--- config.mk ---
export PLATFORM = sky130hd
export DESIGN_NAME = alu_exec_stage
export DESIGN_NICKNAME = d
export VERILOG_FILES = /design/src/rtl/alu_exec_stage.sv
export SDC_FILE = /design/constraint.sdc
export NUM_CORES = 1
export LEC_CHECK = 0
export CORE_MARGIN = 8
export CORE_UTILIZATION = 65
export DETAILED_ROUTE_END_ITERATION = 8
export PLACE_DENSITY = 0.95
export SLEW_MARGIN = 20
export SYNTH_ARGS = -nofsm -noshare
export SYNTH_HDL_FRONTEND = slang
export SYNTH_SLANG_ARGS = --single-unit
--- constraint.sdc ---
create_clock -name clk -period 21.5 [get_ports clk]
set_input_delay 4.3 -clock clk [delete_from_list [all_inputs] [get_ports clk]]
set_output_delay 4.3 -clock clk [all_outputs]
set_load 0.05 [all_outputs]
--- src/rtl/alu_exec_stage.sv ---
// Registered LEGv8 execute stage: single-cycle logic/arith ops plus an iterative
// shift-add multiplier, with valid/ready handshakes on both sides.
//
// state | meaning
// ------+---------------------------------------------------------------
// IDLE  | no result held, ready for a new operation
// MUL   | shift-add multiply iterating, one partial-product step per clock
// DONE  | result/zero valid and held until downstream consumes them
module alu_exec_stage #(
    parameter int WIDTH = 64
) (
    input  logic             clk,
    input  logic             rst,
    input  logic             in_valid,
    output logic             in_ready,
    input  logic [3:0]       alu_ctrl,
    input  logic [WIDTH-1:0] a,
    input  logic [WIDTH-1:0] b,
    output logic             out_valid,
    input  logic             out_ready,
    output logic [WIDTH-1:0] result,
    output logic             zero,
    output logic             busy
);

    localparam int CW = $clog2(WIDTH);

    localparam logic [3:0] OP_AND  = 4'b0000;
    localparam logic [3:0] OP_ORR  = 4'b0001;
    localparam logic [3:0] OP_ADD  = 4'b0010;
    localparam logic [3:0] OP_SUB  = 4'b0110;
    localparam logic [3:0] OP_PASS = 4'b0111;
    localparam logic [3:0] OP_MUL  = 4'b1000;

    typedef enum logic [1:0] {
        IDLE = 2'd0,
        MUL  = 2'd1,
        DONE = 2'd2
    } state_t;

    state_t           r_state;
    logic [WIDTH-1:0] r_result;
    logic             r_zero;
    logic [WIDTH-1:0] r_mcand;
    logic [WIDTH-1:0] r_mplier;
    logic [WIDTH-1:0] r_acc;
    logic [CW-1:0]    r_cnt;

    logic             w_accept;
    logic [WIDTH-1:0] w_alu;
    logic [WIDTH-1:0] w_acc_next;

    always_comb begin
        w_alu = '0;
        case (alu_ctrl)
            OP_AND:  w_alu = a & b;
            OP_ORR:  w_alu = a | b;
            OP_ADD:  w_alu = a + b;
            OP_SUB:  w_alu = a - b;
            OP_PASS: w_alu = b;
            default: w_alu = '0;
        endcase
    end

    // Accumulator value after the current step; on the last step it is the product.
    assign w_acc_next = r_mplier[0] ? (r_acc + r_mcand) : r_acc;

    assign in_ready  = !rst && ((r_state == IDLE) || ((r_state == DONE) && out_ready));
    assign w_accept  = in_valid && in_ready;
    assign out_valid = (r_state == DONE);
    assign busy      = (r_state == MUL);
    assign result    = r_result;
    assign zero      = r_zero;

    always_ff @(posedge clk or posedge rst) begin
        if (rst) begin
            r_state  <= IDLE;
            r_result <= '0;
            r_zero   <= 1'b0;
            r_mcand  <= '0;
            r_mplier <= '0;
            r_acc    <= '0;
            r_cnt    <= '0;
        end else begin
            case (r_state)
                IDLE, DONE: begin
                    if (w_accept) begin
                        if (alu_ctrl == OP_MUL) begin
                            r_mcand  <= a;
                            r_mplier <= b;
                            r_acc    <= '0;
                            r_cnt    <= '0;
                            r_state  <= MUL;
                        end else begin
                            r_result <= w_alu;
                            r_zero   <= (w_alu == '0);
                            r_state  <= DONE;
                        end
                    end else if (r_state == DONE && out_ready) begin
                        r_state <= IDLE;
                    end
                end
                MUL: begin
                    r_acc    <= w_acc_next;
                    r_mcand  <= r_mcand << 1;
                    r_mplier <= r_mplier >> 1;
                    r_cnt    <= r_cnt + CW'(1);
                    // Fixed WIDTH steps, no early exit even if the multiplier runs out of ones.
                    if (r_cnt == CW'(WIDTH - 1)) begin
                        r_result <= w_acc_next;
                        r_zero   <= (w_acc_next == '0);
                        r_state  <= DONE;
                    end
                end
                default: r_state <= IDLE;
            endcase
        end
    end

endmodule

# --- Yosys cells after proc, flatten, opt, wreduce, memory -nomap -nowiden ---
# Index checks and enable logic that the tools add are counted.
word_totals:
  ff_bits: 265
  latch_bits: 0
  ram_bits: 0
  mem_bits_ro: 0
  inputBits: 136
  out_inout_bits: 68
  word_cells: 67
  n_memories: 0
classes:
  addsub: 4
  mul: 0
  n_div: 0
  magnitude_cmp: 0
  n_eq_ne: 13
  shift: 0
  mux: 27
  bitwise: 2
  reduce_logical: 14
op_table:
  columns: ["operator", "count"]
  rows:
  - ["64-bit two-way mux", 10]
  - ["64-bit one-hot mux with 2 select lines", 4]
  - ["64-bit one-hot mux with 5 select lines", 1]
  - ["64-bit adder", 2]
  - ["64-bit logical NOT", 2]
  - ["64-bit bitwise AND", 1]
  - ["64-bit OR", 1]
  - ["64-bit subtractor", 1]
  - ["6-bit two-way mux", 2]
  - ["6-bit one-hot mux with 2 select lines", 1]
  - ["4-bit by 3-bit equality test with 1-bit output, second input constant", 2]
  - ["2-bit two-way mux", 4]
  - ["6-bit by 1-bit adder with 6-bit output, second input constant", 1]
  - ["6-bit equality test, second input constant", 1]
  - ["2-bit != test, second input constant", 3]
  - ["4-bit by 1-bit equality test with 1-bit output, second input constant", 1]
  - ["4-bit by 2-bit equality test with 1-bit output, second input constant", 1]
  - ["4-bit equality test, second input constant", 1]
  - ["4-bit logical NOT", 1]
  - ["2-bit one-hot mux with 2 select lines", 1]
  - ["4-bit AND reduction", 1]
  - ["1-bit logical AND", 3]
  - ["1-bit two-way mux", 3]
  - ["3-bit != test, second input constant", 1]
  - ["11 further kinds", 11]

# --- Longest topological paths before layout ---
# Gate-level depths: netlist of the first run.
depth:
  ltp_word: 7
  depth_mapped: 27
  depth_no_buf: 25

# --- Least setup slack after synthesis of the first run ---
# No wires, ideal clock.
synth_timing:
  path_type: "input -> register"
  startpoint: "input port b[12]"
  endpoint: "register r_zero (netlist: zero)"
  setup_time_ps: 83
  t_arrival_ps: 10020
  required_time_ps: 21417
  path_slack_ps: 11398
  stages: 24
  n_path_buf: 1
  path_cell_list: "buf_6 -> or4_4 -> or3_4 -> or4_4 -> or3_4 -> nor3_4 -> and3_4 -> nand2_2 -> or4_1 -> or3_4 -> nand2_1 -> xor2_1 -> ha_1 -> a21o_1 -> a21o_1 -> a21o_1 -> a21o_1 -> a31o_2 -> a211oi_1 -> nand4_1 -> nor4b_1 -> nand4_1 -> or4_1 -> o21ai_0"
synth_via:
  elab_chain_len: 6
  elab_cells_between_ends: 9
  classes_between: "add/sub (2); mux (4); bitwise (2); reduce/logical (1)"
synth_rtl:
  columns: ["element", "line", "rtl"]
  rows:
  - ["from (decl)", "18", "input logic [WIDTH-1:0] b,"]
  - ["64-bit subtractor, or another cell as far along", "59", "OP_SUB: w_alu = a - b;"]
  - ["64-bit one-hot mux with 5 select lines (*)", "55", "case (alu_ctrl)"]
  - ["64-bit logical NOT (*)", "96", "r_zero <= (w_alu == '0);"]
  - ["1-bit two-way mux (*)", "88", "if (alu_ctrl == OP_MUL) begin"]
  - ["1-bit two-way mux (*)", "87", "if (w_accept) begin"]
  - ["1-bit one-hot mux with 2 select lines (*)", "85", "case (r_state)"]
  - ["to (signal assigned)", "96", null]
  - ["to (signal assigned)", "111", "r_zero <= (w_acc_next == '0);"]
  - ["to (decl)", "43", "logic r_zero;"]
# Mark *: on every way between the ends. The rest lies on a longest branch, timed or not. The select of a mux whose other input is x is not followed.
# A chain may end at the register's enable or synchronous reset.

# --- Worst setup path after layout of the first run ---
layout_timing:
  startpoint: "input port out_ready"
  endpoint: "output port in_ready"
layout_via:
  elab_chain_len: 3
layout_rtl:
  columns: ["element", "line", "rtl"]
  rows:
  - ["from (decl)", "20", "input logic out_ready,"]
  - ["1-bit logical AND", "68", "assign in_ready = !rst && ((r_state == IDLE) || ((r_state == DONE) && out_ready));"]
  - ["1-bit logical OR", "68", null]
  - ["1-bit logical AND", "68", null]
  - ["to (decl)", "15", "output logic in_ready,"]
# Every way passes these cells.

==> flow_summary.yaml, run 1 <==
timing:
  period_share: 0.512
  fin_skew_ps: 16.2
  worst_slew_pin_slew_ps: 1090
  setup_ws_ps: 10490
  fmax_mhz: 90.8
  hold_ws_ps: 490
  setup_tns_ps: 0
  grt_setup_unrepaired: "no"
  relSlewSlack: 0.276
  slew_violations: 0
  finalSetupViolations: 0
  hold_violations: 0
  period_minus_slack_ps: 11010
yosys:
  ys_warn_count: 0
  synth_edf_count: 0
  synth_cells: 3284
  async_reset_ff_frac: 1.00
  synth.most_common_cell: "nand2_1"
  synthFlopType: "dfrtp_1"
  yosysTopAreaCellShare: 0.274
  syn_nets: 3552
  synth_top_cell_by_area: "dfrtp_1"
  avgSynthCellArea_um2: 7.37
  synthDistinctLibCells: 83
  synth-seq-cells: 265
  synth_seq_area_share: 0.274
  synth_area_um2: 24200
  synthTopCellsByArea: "dfrtp_1, nand2_1, ha_1"
  synthTopCellsByCount: "nand2_1, nor2_1, dfrtp_1"
layout:
  fin_util: 0.743
  fin_area_um2: 27200
  layout.cells.non_filler: 3790
  final_layout_size_suffix_gt1_frac: 0.0425
  final_nets: 3567
  areaGrowthSynthToFinish_pct: 12.3
floorplan:
  die_x_um: 209
  die_h_um: 209
  dieArea_um2: 43700
  start_util: 0.661
  rows: 70
  io_pins: 204
  core-area_um2: 36600
power_and_ir_drop:
  vdd_drop_max_mv: 0.0951
  leakage_nw: 11.3
  p_total_mw: 3.86
  power_density_nw_per_um2: 142
placed_design:
  numPortBuffers: 203
  routabilityCongestion: 1.08
  dp.cells: 3736
  post-place-ws_ps: 10290
  hpwl_mm: 68.4
  placed_area_um2: 26200
clock_tree:
  cts_max_level: 1
  cts_setup_buffers: 0
  worst_skew_pair.late_latency_ps: 610
  clk_pin_slew_worst_paths_ps: 70
  cts_resized: 0
  clock-sinks: 265
  cts_hold_buf: 0
  cts_buffer_depth: 3
  cts_tree: "done"
  root_buffer: "clkbuf_16"
  cts_buffers: 29
detailed_routing:
  drt-vias-per-instance: 7.20
  drc: 0
  finalWirelength_mm: 92.6
  drtIter0Drc: 4553
  first_pass_iters: 9
  wl_per_cell_um: 24.4
  routed-via-count: 27300
  ant_nets: 0
critical_path:
  crit_top_cell: "clkdlybuf4s50_1"
  startpoint: "out_ready"
  crit_family: "buffers and inverters"
  cp-start-kind: "primary input"
  path_class: "in -> out"
  r2r_slack_ps: 16140
  worst_setup_path_end_kind: "primary output"
  worst-path-buf-inv: 3
  path_cells: "clkdlybuf4s50_1, inv_1, a211oi_1, clkdlybuf4s50_1"
  r2r_end: "zero"
  path_max_fanout: 5
  critPathMaxStageDelay_ps: 980
  r2r_cells: 14
  cp.required_ps: 17200
  cp.depth: 4
  worst_path_max_delay_cell: "clkdlybuf4s50_1"
  rr_startpoint: "r_mcand[12]"
  crit_arrival_ps: 6710
min_path:
  min_delay_path_depth: 1
  worstHoldStart: "result[62]"
  min_to: "result[62]"
  hold_path.class: "reg -> reg"
global_routing:
  gr-total-overflow: 0
  grt_pass1_wl_mm: 143
  grt_max_degree: 119
  antenna_found_initial: 1
  track_usage: 0.404
  first_global_vias: 25300
flow_run:
  cap_violations: 0
outcome:
  outcome: "finished, final reports clean"
-- layout make-up --
class                      instances  area [µm²]
multi-input combinational       2727       16500
fill                            2744        9420
sequential                       265        6640
timing repair buffer             227        2210
clock buffer                      35         778
tap                              468         586
clock inverter                    18         255
inverter                          49         191
antenna                            1        2.50
-- cell families after synthesis --
logic type,after synthesis,share of synthesized area
compound gates,1000,0.260
simple gates,1331,0.249
mux,61,0.0261
flops,265,0.274
fa+ha+maj,191,0.0932
buf+inv,292,0.0457
xor+xnor,144,0.0521
-- cell usage in the layout (no fill, tap or decap), types with 14 or more instances in the layout --
cell type          n
xor2_1            74
nand4_1           67
nor4_1            28
buf_4             23
a211oi_1          36
a31oi_1          141
xnor2_1           70
maj3_1            59
and3_1            22
o21bai_1          19
inv_1             46
or3_1             14
nand2b_1          15
ha_1             130
nor3_1            63
clkbuf_16         29
o21a_1            27
nor2b_1           20
nor2_1           388
mux2_2            17
a22oi_1           55
o21ai_0          215
clkdlybuf4s50_1  201
and2_1            16
nand2_1          505
nand3_1          122
o31ai_1           21
mux2i_1           44
a21o_1            52
o211ai_1          30
a21oi_1          260
dfrtp_1          264
-- per-layer routing --
layer,part of all wire,vias to the layer above,global-route usage,wire length [µm]
li1,-,12000,-,-
met4,0.042,0,0.145,3930
met2,0.41,2099,0.581,38000
met1,0.40,12900,0.574,36900
met3,0.15,320,0.110,13800
met5,0,-,0,0
-- report_power, final --
part           internal [mW]  switching (mW)
clock                  0.321           0.235
sequential             0.697           0.204
combinational          0.853            1.55
-- registers in the layout, indices dropped and copies added, names as in the netlist --
signal,flops
r_acc,64
r_mcand,64
r_mplier,64
result,64
r_cnt,6
r_state,2
zero,1
-- worst max path at each step --
stage | endpoint | slack [ps]
after floorplan | r_acc[0] | 9900
after global placement | zero | 10400
after detailed placement | zero | 10290
after CTS | in_ready | 10470
after global routing | zero | 10260
final | in_ready | 10490
Power figures use the tool's default switching activity.
==> inputs of run 2 (changes only) <==
- CORE_UTILIZATION: 65 -> 54
- PLACE_DENSITY: 0.95 -> 0.86
- clock period: 21.5 -> 9.8 ns (I/O delays scaled with it)
==> flow_summary.yaml, run 2 (synthesis gave the netlist of run 1 again) <==
floorplan:
  die_x_um: 228
  die_h_um: 228
  core-area_um2: 44200
  dieArea_um2: 51900
  start_util: 0.547
  rows: 77
  io_pins: 204
min_path:
  worstHoldStart: "result[61]"
  min_to: "result[61]"
  hold_path.class: "reg -> reg"
  min_delay_path_depth: 2
clock_tree:
  cts_tree: "done"
  worst_skew_pair.late_latency_ps: 590
  cts_buffers: 30
  cts_buffer_depth: 3
  cts_hold_buf: 0
  cts_setup_buffers: 0
  cts_resized: 0
  cts_max_level: 1
  clk_pin_slew_worst_paths_ps: 60
  root_buffer: "clkbuf_16"
  clock-sinks: 265
placed_design:
  post-place-ws_ps: 951
  numPortBuffers: 203
  hpwl_mm: 64.0
  routabilityCongestion: 0.995
timing:
  hold_violations: 0
  fin_skew_ps: 14.0
  worst_slew_pin_slew_ps: 984
  grt_setup_unrepaired: "no"
  period_minus_slack_ps: 8400
  finalSetupViolations: 0
  setup_ws_ps: 1400
  relSlewSlack: 0.327
  setup_tns_ps: 0
  slew_violations: 0
  fmax_mhz: 119
  period_share: 0.857
critical_path:
  path_max_fanout: 7
  crit_arrival_ps: 8910
  r2r_end: "zero"
  worst_setup_path_end_kind: "register"
  cp-start-kind: "primary input"
  r2r_cells: 14
  path_class: "in -> reg"
  cp.required_ps: 10310
  rr_startpoint: "r_mcand[10]"
  r2r_slack_ps: 4810
detailed_routing:
  finalWirelength_mm: 85.0
  drtIter0Drc: 3132
  drt-vias-per-instance: 6.59
  drc: 0
  routed-via-count: 25800
  wl_per_cell_um: 21.7
  ant_nets: 0
  first_pass_iters: 6
layout:
  areaGrowthSynthToFinish_pct: 13.1
  final_nets: 3569
  final_cell_mix: "nand2_1, nor2_1, dfrtp_1, a21oi_1, o21ai_0"
  layout_commonest_cell: "nand2_1"
  final_layout_size_suffix_gt1_frac: 0.0439
power_and_ir_drop:
  leakage_nw: 11.3
  vdd_drop_max_mv: 0.140
  power_density_nw_per_um2: 300
outcome:
  outcome: "finished, final reports clean"
global_routing:
  first_global_vias: 23100
  track_usage: 0.308
  grt_pass1_wl_mm: 131
  grt_max_degree: 257
  antenna_found_initial: 1
  gr-total-overflow: 0
flow_run:
  cap_violations: 0
==> run 2: cell count changes in the layout (fill, tap and decap cells not counted), sizes merged <==
cell	previous run	this run
clkbuf	35	37
inv	52	51
clkinv	6	8
clkinvlp	4	6
bufinv	5	3
buf	26	27
==> run 2: per-layer routing <==
metal  up-vias  part of all wire  GRT usage
met3       154              0.12     0.0611
met1     12200              0.43      0.459
met4         0             0.034      0.104
met5         -                 0          0
li1      12000                 -          -
met2      1471              0.41      0.438
==> run 2: worst max-delay path: stages <==
cell	delay, ps
clkdlybuf4s50_1	530
or4_4	570
or3_4	360
or4_4	440
nor3_1	460
and3_1	360
nand3_1	220
o41ai_1	390
xor2_1	160
ha_1	410
nand2_1	110
o21ai_0	420
a211oi_1	140
o31a_1	260
and3_1	150
a21oi_1	330
a311oi_1	150
a211oi_1	330
nand4_1	140
nor4b_1	320
nand4_1	120
or4_1	410
o21ai_0	160
==> run 2: worst max path at each step <==
stage	from	to	slack (ps)
floorplan	rst	r_acc[0]	540
global placement	b[12]	zero	1060
global route	b[12]	zero	940
finish	b[12]	zero	1400
CTS	b[12]	zero	1550
detailed placement	b[12]	zero	950
==> run 2: through the flow <==
step | cells | hold slack, ps | utilization | power (mW) | instance area (µm²)
2_1_floorplan | 3284 | 450 | - | 5.49 | 24200
3_3_place_gp | 3861 | 458 | 0.596 | 6.77 | 26300
3_5_place_dp | 3861 | 464 | 0.596 | 6.84 | 26300
4_1_cts | 3917 | 480 | 0.619 | 8.08 | 27400
5_1_grt | 3918 | 500 | 0.619 | 8.75 | 27400
6_report | 3918 | 479 | 0.619 | 8.23 | 27400
==> run 2: power by group <==
group / internal, mW / total [mW] / switching, mW
clock: 0.689 / 1.19 / 0.502
combinational: 1.87 / 5.08 / 3.22
sequential: 1.53 / 1.95 / 0.421
==> run 2: cell type report <==
| cell class | count | area [µm²] |
|---|---|---|
| Inverter | 49 | 191 |
| Timing Repair Buffer | 228 | 2230 |
| Multi-Input combinational cell | 2727 | 16500 |
| Clock inverter | 19 | 200 |
| Antenna cell | 1 | 2.50 |
| Tap cell | 592 | 741 |
| Fill cell | 3853 | 16800 |
| Sequential cell | 265 | 6640 |
| Clock buffer | 37 | 838 |
